File: src/rtl/alu_pkg.sv
// Shared ALU definitions: loader FSM state encodings and opcode constants.
// Latency: n/a (package only).
// Backpressure: n/a.
package alu_pkg;

  // Loader FSM states; the encoding is shown directly on the status LEDs.
  typedef enum logic [1:0] {
    S_A    = 2'b00,
    S_B    = 2'b01,
    S_OP   = 2'b10,
    S_SHOW = 2'b11
  } state_e;

  localparam int OP_W = 6;

  // Opcodes understood by the alu core (MIPS-style function codes).
  localparam logic [OP_W-1:0] OP_ADD = 6'b100000;
  localparam logic [OP_W-1:0] OP_SUB = 6'b100010;
  localparam logic [OP_W-1:0] OP_AND = 6'b100100;
  localparam logic [OP_W-1:0] OP_OR  = 6'b100101;
  localparam logic [OP_W-1:0] OP_XOR = 6'b100110;
  localparam logic [OP_W-1:0] OP_SRA = 6'b000011;
  localparam logic [OP_W-1:0] OP_SRL = 6'b000010;
  localparam logic [OP_W-1:0] OP_NOR = 6'b100111;

endpackage

File: src/rtl/button_debouncer.sv
// Synchronises and debounces a raw pushbutton, emits a 1-cycle pulse on press.
// Latency: pulse is high DB_CYCLES+2 clocks after the first sampling edge.
// Backpressure: none; release of the button produces no pulse.
module button_debouncer #(
  parameter int DB_CYCLES = 1000000
) (
  input  logic i_clock,
  input  logic i_reset_n,
  input  logic i_btn,
  output logic o_pulse
);

  localparam int CW = (DB_CYCLES > 2) ? $clog2(DB_CYCLES) : 1;
  localparam logic [CW-1:0] CNT_MAX = CW'(DB_CYCLES - 1);

  logic          sync1_q, sync2_q;
  logic          stable_q, stable_d;
  logic          stable_dly_q;
  logic          pulse_q;
  logic [CW-1:0] cnt_q, cnt_d;

  // Stability counter: only a disagreement lasting DB_CYCLES clocks flips stable.
  always_comb begin
    stable_d = stable_q;
    cnt_d    = '0;
    if (sync2_q != stable_q) begin
      if (cnt_q == CNT_MAX) begin
        stable_d = sync2_q;
      end else begin
        cnt_d = cnt_q + 1'b1;
      end
    end
  end

  // Synchroniser, debounce state and registered rising-edge pulse.
  // The pulse is registered so the loader sees a glitch-free, flop-driven strobe.
  always_ff @(posedge i_clock or negedge i_reset_n) begin
    if (!i_reset_n) begin
      sync1_q      <= 1'b0;
      sync2_q      <= 1'b0;
      stable_q     <= 1'b0;
      stable_dly_q <= 1'b0;
      pulse_q      <= 1'b0;
      cnt_q        <= '0;
    end else begin
      sync1_q      <= i_btn;
      sync2_q      <= sync1_q;
      stable_q     <= stable_d;
      stable_dly_q <= stable_q;
      pulse_q      <= stable_q & ~stable_dly_q;
      cnt_q        <= cnt_d;
    end
  end

  assign o_pulse = pulse_q;

endmodule

File: src/rtl/alu_seq_input_ctrl.sv
// Steps A -> B -> Op -> SHOW on each debounced "next" press, loading one switch bank.
// Latency: field visible DB_CYCLES+3 clocks after the button is first sampled high.
// Backpressure: none; i_clear restarts the sequence and wins over a coincident press.
module alu_seq_input_ctrl
  import alu_pkg::*;
#(
  parameter int N         = 5,
  parameter int NSel      = 6,
  parameter int N_SW      = 16,
  parameter int DB_CYCLES = 1000000
) (
  input  logic            i_clock,
  input  logic            i_reset_n,
  input  logic [N_SW-1:0] i_sw,
  input  logic            i_next,
  input  logic            i_clear,
  output logic [N-1:0]    o_alu_A,
  output logic [N-1:0]    o_alu_B,
  output logic [NSel-1:0] o_alu_Op,
  output logic            o_valid,
  output logic [1:0]      o_state
);

  state_e          state_q, state_d;
  logic [N-1:0]    a_q, a_d;
  logic [N-1:0]    b_q, b_d;
  logic [NSel-1:0] op_q, op_d;
  logic            valid_q, valid_d;
  logic            next_pulse;

  // Switch bits above the operand/opcode widths are intentionally ignored.
  logic unused_sw;
  assign unused_sw = ^i_sw;

  button_debouncer #(
    .DB_CYCLES(DB_CYCLES)
  ) u_next_db (
    .i_clock  (i_clock),
    .i_reset_n(i_reset_n),
    .i_btn    (i_next),
    .o_pulse  (next_pulse)
  );

  // Next-state and capture logic; clear discards any coincident press.
  always_comb begin
    state_d = state_q;
    a_d     = a_q;
    b_d     = b_q;
    op_d    = op_q;
    valid_d = 1'b0;
    if (i_clear) begin
      state_d = S_A;
      a_d     = '0;
      b_d     = '0;
      op_d    = '0;
    end else if (next_pulse) begin
      case (state_q)
        S_A: begin
          a_d     = i_sw[N-1:0];
          state_d = S_B;
        end
        S_B: begin
          b_d     = i_sw[N-1:0];
          state_d = S_OP;
        end
        S_OP: begin
          op_d    = i_sw[NSel-1:0];
          valid_d = 1'b1;
          state_d = S_SHOW;
        end
        default: begin
          // SHOW keeps all fields so the ALU result stays on the LEDs.
          state_d = S_A;
        end
      endcase
    end
  end

  // State and capture registers.
  always_ff @(posedge i_clock or negedge i_reset_n) begin
    if (!i_reset_n) begin
      state_q <= S_A;
      a_q     <= '0;
      b_q     <= '0;
      op_q    <= '0;
      valid_q <= 1'b0;
    end else begin
      state_q <= state_d;
      a_q     <= a_d;
      b_q     <= b_d;
      op_q    <= op_d;
      valid_q <= valid_d;
    end
  end

  assign o_alu_A  = a_q;
  assign o_alu_B  = b_q;
  assign o_alu_Op = op_q;
  assign o_valid  = valid_q;
  assign o_state  = state_q;

endmodule

File: config.mk
export PLATFORM = sky130hd
export DESIGN_NAME = alu_seq_input_ctrl
export DESIGN_NICKNAME = d
export VERILOG_FILES = /design/src/rtl/alu_pkg.sv /design/src/rtl/button_debouncer.sv /design/src/rtl/alu_seq_input_ctrl.sv
export SDC_FILE = /design/constraint.sdc
export NUM_CORES = 1
export LEC_CHECK = 0
export BUFFER_PORTS_ARGS = -buffer_cell sky130_fd_sc_hd__clkbuf_2
export CORE_MARGIN = 2
export CORE_UTILIZATION = 58
export DETAILED_ROUTE_END_ITERATION = 8
export GPL_ROUTABILITY_DRIVEN = 0
export PLACE_DENSITY_LB_ADDON = 0.1
export SYNTH_ARGS = -nofsm -noshare
export SYNTH_HDL_FRONTEND = slang
export SYNTH_SLANG_ARGS = --single-unit
export TNS_END_PERCENT = 30
File: constraint.sdc
create_clock -name i_clock -period 3.85 [get_ports i_clock]
set_input_delay 0.1925 -clock i_clock [delete_from_list [all_inputs] [get_ports i_clock]]
set_output_delay 0.1925 -clock i_clock [all_outputs]
set_load 0.05 [all_outputs]
# Word-level counts from Yosys, hierarchy flattened
# Cells that the tools add are included.
# word_totals
regBits	44
input_bits	20
output_inout_bits	19
# classes
add_sub_neg	1
n_eq_ne	4
mux	17
bitwise_logic	2
n_reduce_logical	9
# op_table
op	count
two-way mux 20 bit	2
two-way mux 5 bit	6
adder 20 x 1 -> 20 bit, second input constant	1
== test 20 bit, second input constant	1
two-way mux 6 bit	3
AND reduction 2 bit	4
nonzero test 2 bit	4
one-hot mux 2 bit (3 select lines)	1
two-way mux 2 bit	2
two-way mux 1 bit	3
== test 2 x 1 -> 1 bit, second input constant	1
== test 2 bit, second input constant	1
zero test 2 bit	1
bitwise AND 1 bit	1
inequality test 1 bit	1
inverter 1 bit	1

# Longest topological paths before layout
# logic_depth
word_depth	4
mapped_depth	6
ltp_nobuf	5

# Cells and area by module
# From an unflattened synthesis, not the netlist that was laid out.
# unflattened
cells_unflattened	184
hier_area_um2	2065.7
# modules_own_cells
mod	n_inst	cells_per_inst	area_each_um2	seq_area_each_um2
button_debouncer	1	109	1171.1	625.6
alu_seq_input_ctrl	1	75	894.6	475.5

# Least setup slack after synthesis
# No wires, ideal clock.
# synth_path
path_type	reg2reg
from	reg u_next_db.cnt_q[11]
to	reg u_next_db.cnt_q[17]
arrival_time_ns	1.486
setup_slack_ns	2.287
stages_incl_launch_ff	5
path_buffers	0
path_cell_list	dfrtp_1 nand4_2 or4_1 or3_1 a21oi_1
# synth_via
elab_chain_len	3
# synth_rtl
element	line_no	text
start: declaration	button_debouncer.sv:20	logic [CW-1:0] cnt_q, cnt_d;
start signal: assignment	button_debouncer.sv:51	cnt_q <= cnt_d;
adder 20 x 1 -> 20 bit / == test 20 bit (equally long branches)	button_debouncer.sv:30, button_debouncer.sv:27	
two-way mux 20 bit (*)	button_debouncer.sv:27	if (cnt_q == CNT_MAX) begin
two-way mux 20 bit (*)	button_debouncer.sv:26	if (sync2_q != stable_q) begin
net u_next_db.cnt_d[17]	button_debouncer.sv:20	
# The timed path passes the listed nets; every way through them passes the cells marked *.
# A chain may end at the register's enable or synchronous reset.

# Worst setup path after layout
# layout_path
from	reg u_next_db.cnt_q[0]
to	reg u_next_db.cnt_q[18]
# Same word-level chain as after synthesis.

==> impl_metrics.toml <==
[routing]
ant_nets = 0
vias_per_cell = 5.54
wirelength_um = 3610
remaining_drc_errors = 0
drt_first_iter_violations = 122
vias = 1506
drtPass1Iterations = 6
wl_per_cell_um = 13.3

[synthesis]
synth_nets = 219
ys_seq_area_share_pct = 56.4
synth_flop_cell = "dfrtp_1"
yosys.cell_types.count = 28
async_reset_ff_share_pct = 100
synth_enable_flop_cells = 0
syn_area_per_cell_um2 = 10.0
synth_largest_area_cell = "dfrtp_1"
synth_area_mm2 = 0.00195
synth_warnings = 0
synth_area_leaders = "dfrtp_1 56%, xnor2_1 5.8%, nand3_1 5.4%"
synthCells = 195
yosys.area.top_type_share_pct = 56.4
synth-seq-cells = 44

[sta]
fin_setup_tns_ns = 0
finClkSkew_ns = 0.0127
whs_ns = 0.00645
fin_crit_sh_pct = 45.1
finalHoldViolCount = 0
drv_slew = 0
worst_slack_ns = 2.11
fmax_mhz = 576
period_minus_slack_ns = 1.74
setup_viol = 0
rsz0062_at_grt = "false"
max_slew_margin_pct = 30.1
worst_pin_slew_ns = 1.05

[layout]
layout-drive-gt1-share_pct = 19.0
areaGrowthSynthToFinish_pct = 15.0
num_antenna_cells = 0
stdcell_count = 272
final_cell_mix = "44 x dfrtp_1, 28 x clkbuf_2, 22 x nand2_1, 22 x nor2_1, 21 x nand3_1"
layout_commonest_cell = "dfrtp_1"
final_nets = 250

[power]
p_total_mw = 0.836
leakagePower_nw = 0.986
power.internal_mw = 0.672
power_frac_clock_pct = 40.6
vdd_drop_max_uv = 233
p_sw_share_pct = 19.6
power_density_mw_per_mm2 = 373
power.switching_mw = 0.164
p_seq_share_pct = 56.0
p_comb_share_pct = 3.3

[floorplan]
core.rowCount = 21
start_util_pct = 59.4
die-area_mm2 = 0.00385
ios = 39
die_y_um = 62.0
die_w_um = 62.0
core_area_mm2 = 0.00328

[cts]
cts_tree = "yes"
clock-sinks = 44
clock-root-buffer = "clkbuf_4"
numCtsBuffers = 5
clock_latency_ns = 0.35
cts_setup_buffers = 0
clock_path_buffers = 2
htree_levels = 2
cts.clk_slew.worst_paths_ns = 0.12

[worst_setup_path]
path_class = "reg2reg"
cp.required_ns = 4.09
crit_path_end_kind = "register"
rr_startpoint = "u_next_db.cnt_q[0]"
crit_fanout = 5
crit_buf_inv = 0
worstPathArrival_ns = 1.98
regToRegSetupSlack_ns = 2.11
path_cells = "ha_1, nand4_1, nor4_2, a31o_2, a21oi_1"
slowest_stage = "nor4_2"
r2r-end = "u_next_db.cnt_q[18]"
start_kind = "register"
cp_top_family = "simple AND/OR/NAND/NOR gates"
slowest_delay_ns = 0.49
r2r_cells = 5

[min_path]
hp-class = "in2async"

[placement]
place_ws_ns = 2.14
place_hpwl_um = 2590
portBuffers = 28
dp_cells = 264

[run_status]
status = "completed"

[grt]
grt.total_usage_pct = 21.5
grt_max_degree = 45
antenna_found_initial = 0
grt_pass1_wl_um = 5910
grt_pass1_vias = 1380
grt_overflow = 0

[job]
cap_violations = 0
## synthesized netlist by cell type (4+ instances only)
| cell type | instances |
|---|---|
| dfrtp_1 | 44 |
| nand2_1 | 22 |
| nor2_1 | 22 |
| nand3_1 | 21 |
| a21oi_1 | 19 |
| xnor2_1 | 13 |
| inv_1 | 8 |
| nand4_1 | 6 |
| nor4_1 | 5 |
| ha_1 | 4 |
| nor3_1 | 4 |
| xor2_1 | 4 |
## final cells by class
class	count	area [µm²]
Multi-Input combinational cell	137	801
Fill cell	267	1040
Sequential cell	44	1100
Tap cell	46	57.6
Inverter	8	30.0
Clock buffer	5	37.5
Timing Repair Buffer	30	158
Clock inverter	2	60.1
## power groups by stage
stage | Clock (mW) | Sequential [mW] | Combinational, mW
6_report | 0.340 | 0.469 | 0.0279
5_1_grt | 0.371 | 0.470 | 0.0325
4_1_cts | 0.345 | 0.469 | 0.0288
3_5_place_dp | 0 | 0.478 | 0.0279
3_3_place_gp | 0 | 0.477 | 0.0271
2_1_floorplan | 0 | 0.477 | 0.0105
## registers in the layout, summed over array words and instances (netlist names)
signal / flops
u_next_db.sync1_q: 1
o_alu_B: 5
u_next_db.o_pulse: 1
o_alu_A: 5
o_alu_Op: 6
u_next_db.sync2_q: 1
u_next_db.cnt_q: 20
o_state: 2
u_next_db.stable_dly_q: 1
o_valid: 1
u_next_db.stable_q: 1
## per-layer routing
metal	wire length (µm)	vias to the layer above	track usage (%)
met1	1560	725	25.0
li1	-	730	-
met2	1800	44	36.6
met3	192	7	6.63
met5	0	-	0
met4	65	0	9.12
## metrics by stage
step,cell area (µm²),utilization [%]
after floorplan,1950,-
after global placement,2140,65.1
after detailed placement,2140,65.1
after CTS,2240,68.3
after global routing,2240,68.3
final,2240,68.3
## kinds of logic (layout without fill, tap and decap cells)
family	count (synthesis)	in the layout	synth area share [%]
compound gates	23	23	6.41
xor+xnor	17	17	7.63
fa+ha+maj	4	4	2.56
buf+inv	14	45	2.82
flops	44	44	56.4
mux	2	2	1.09
simple gates	91	91	23.1
## timing repair
item | 4_1_cts | 5_1_grt
hold buffers | 1 | 0
resized for setup | 0 | 0
endpoints found under the hold margin | 1 | 0
## worst max-delay path by stage
stage	slack [ns]	cells past startpoint	startpoint	end
final	2.11	5	u_next_db.cnt_q[0]	u_next_db.cnt_q[18]
after global routing	1.97	5	u_next_db.cnt_q[0]	u_next_db.cnt_q[18]
after CTS	2.11	5	u_next_db.cnt_q[0]	u_next_db.stable_q
after detailed placement	2.14	5	u_next_db.cnt_q[0]	u_next_db.stable_q
after global placement	2.17	4	u_next_db.cnt_q[3]	u_next_db.stable_q
after floorplan	2.29	4	u_next_db.cnt_q[11]	u_next_db.cnt_q[17]
Note: power is estimated with default switching activity, not from simulation.
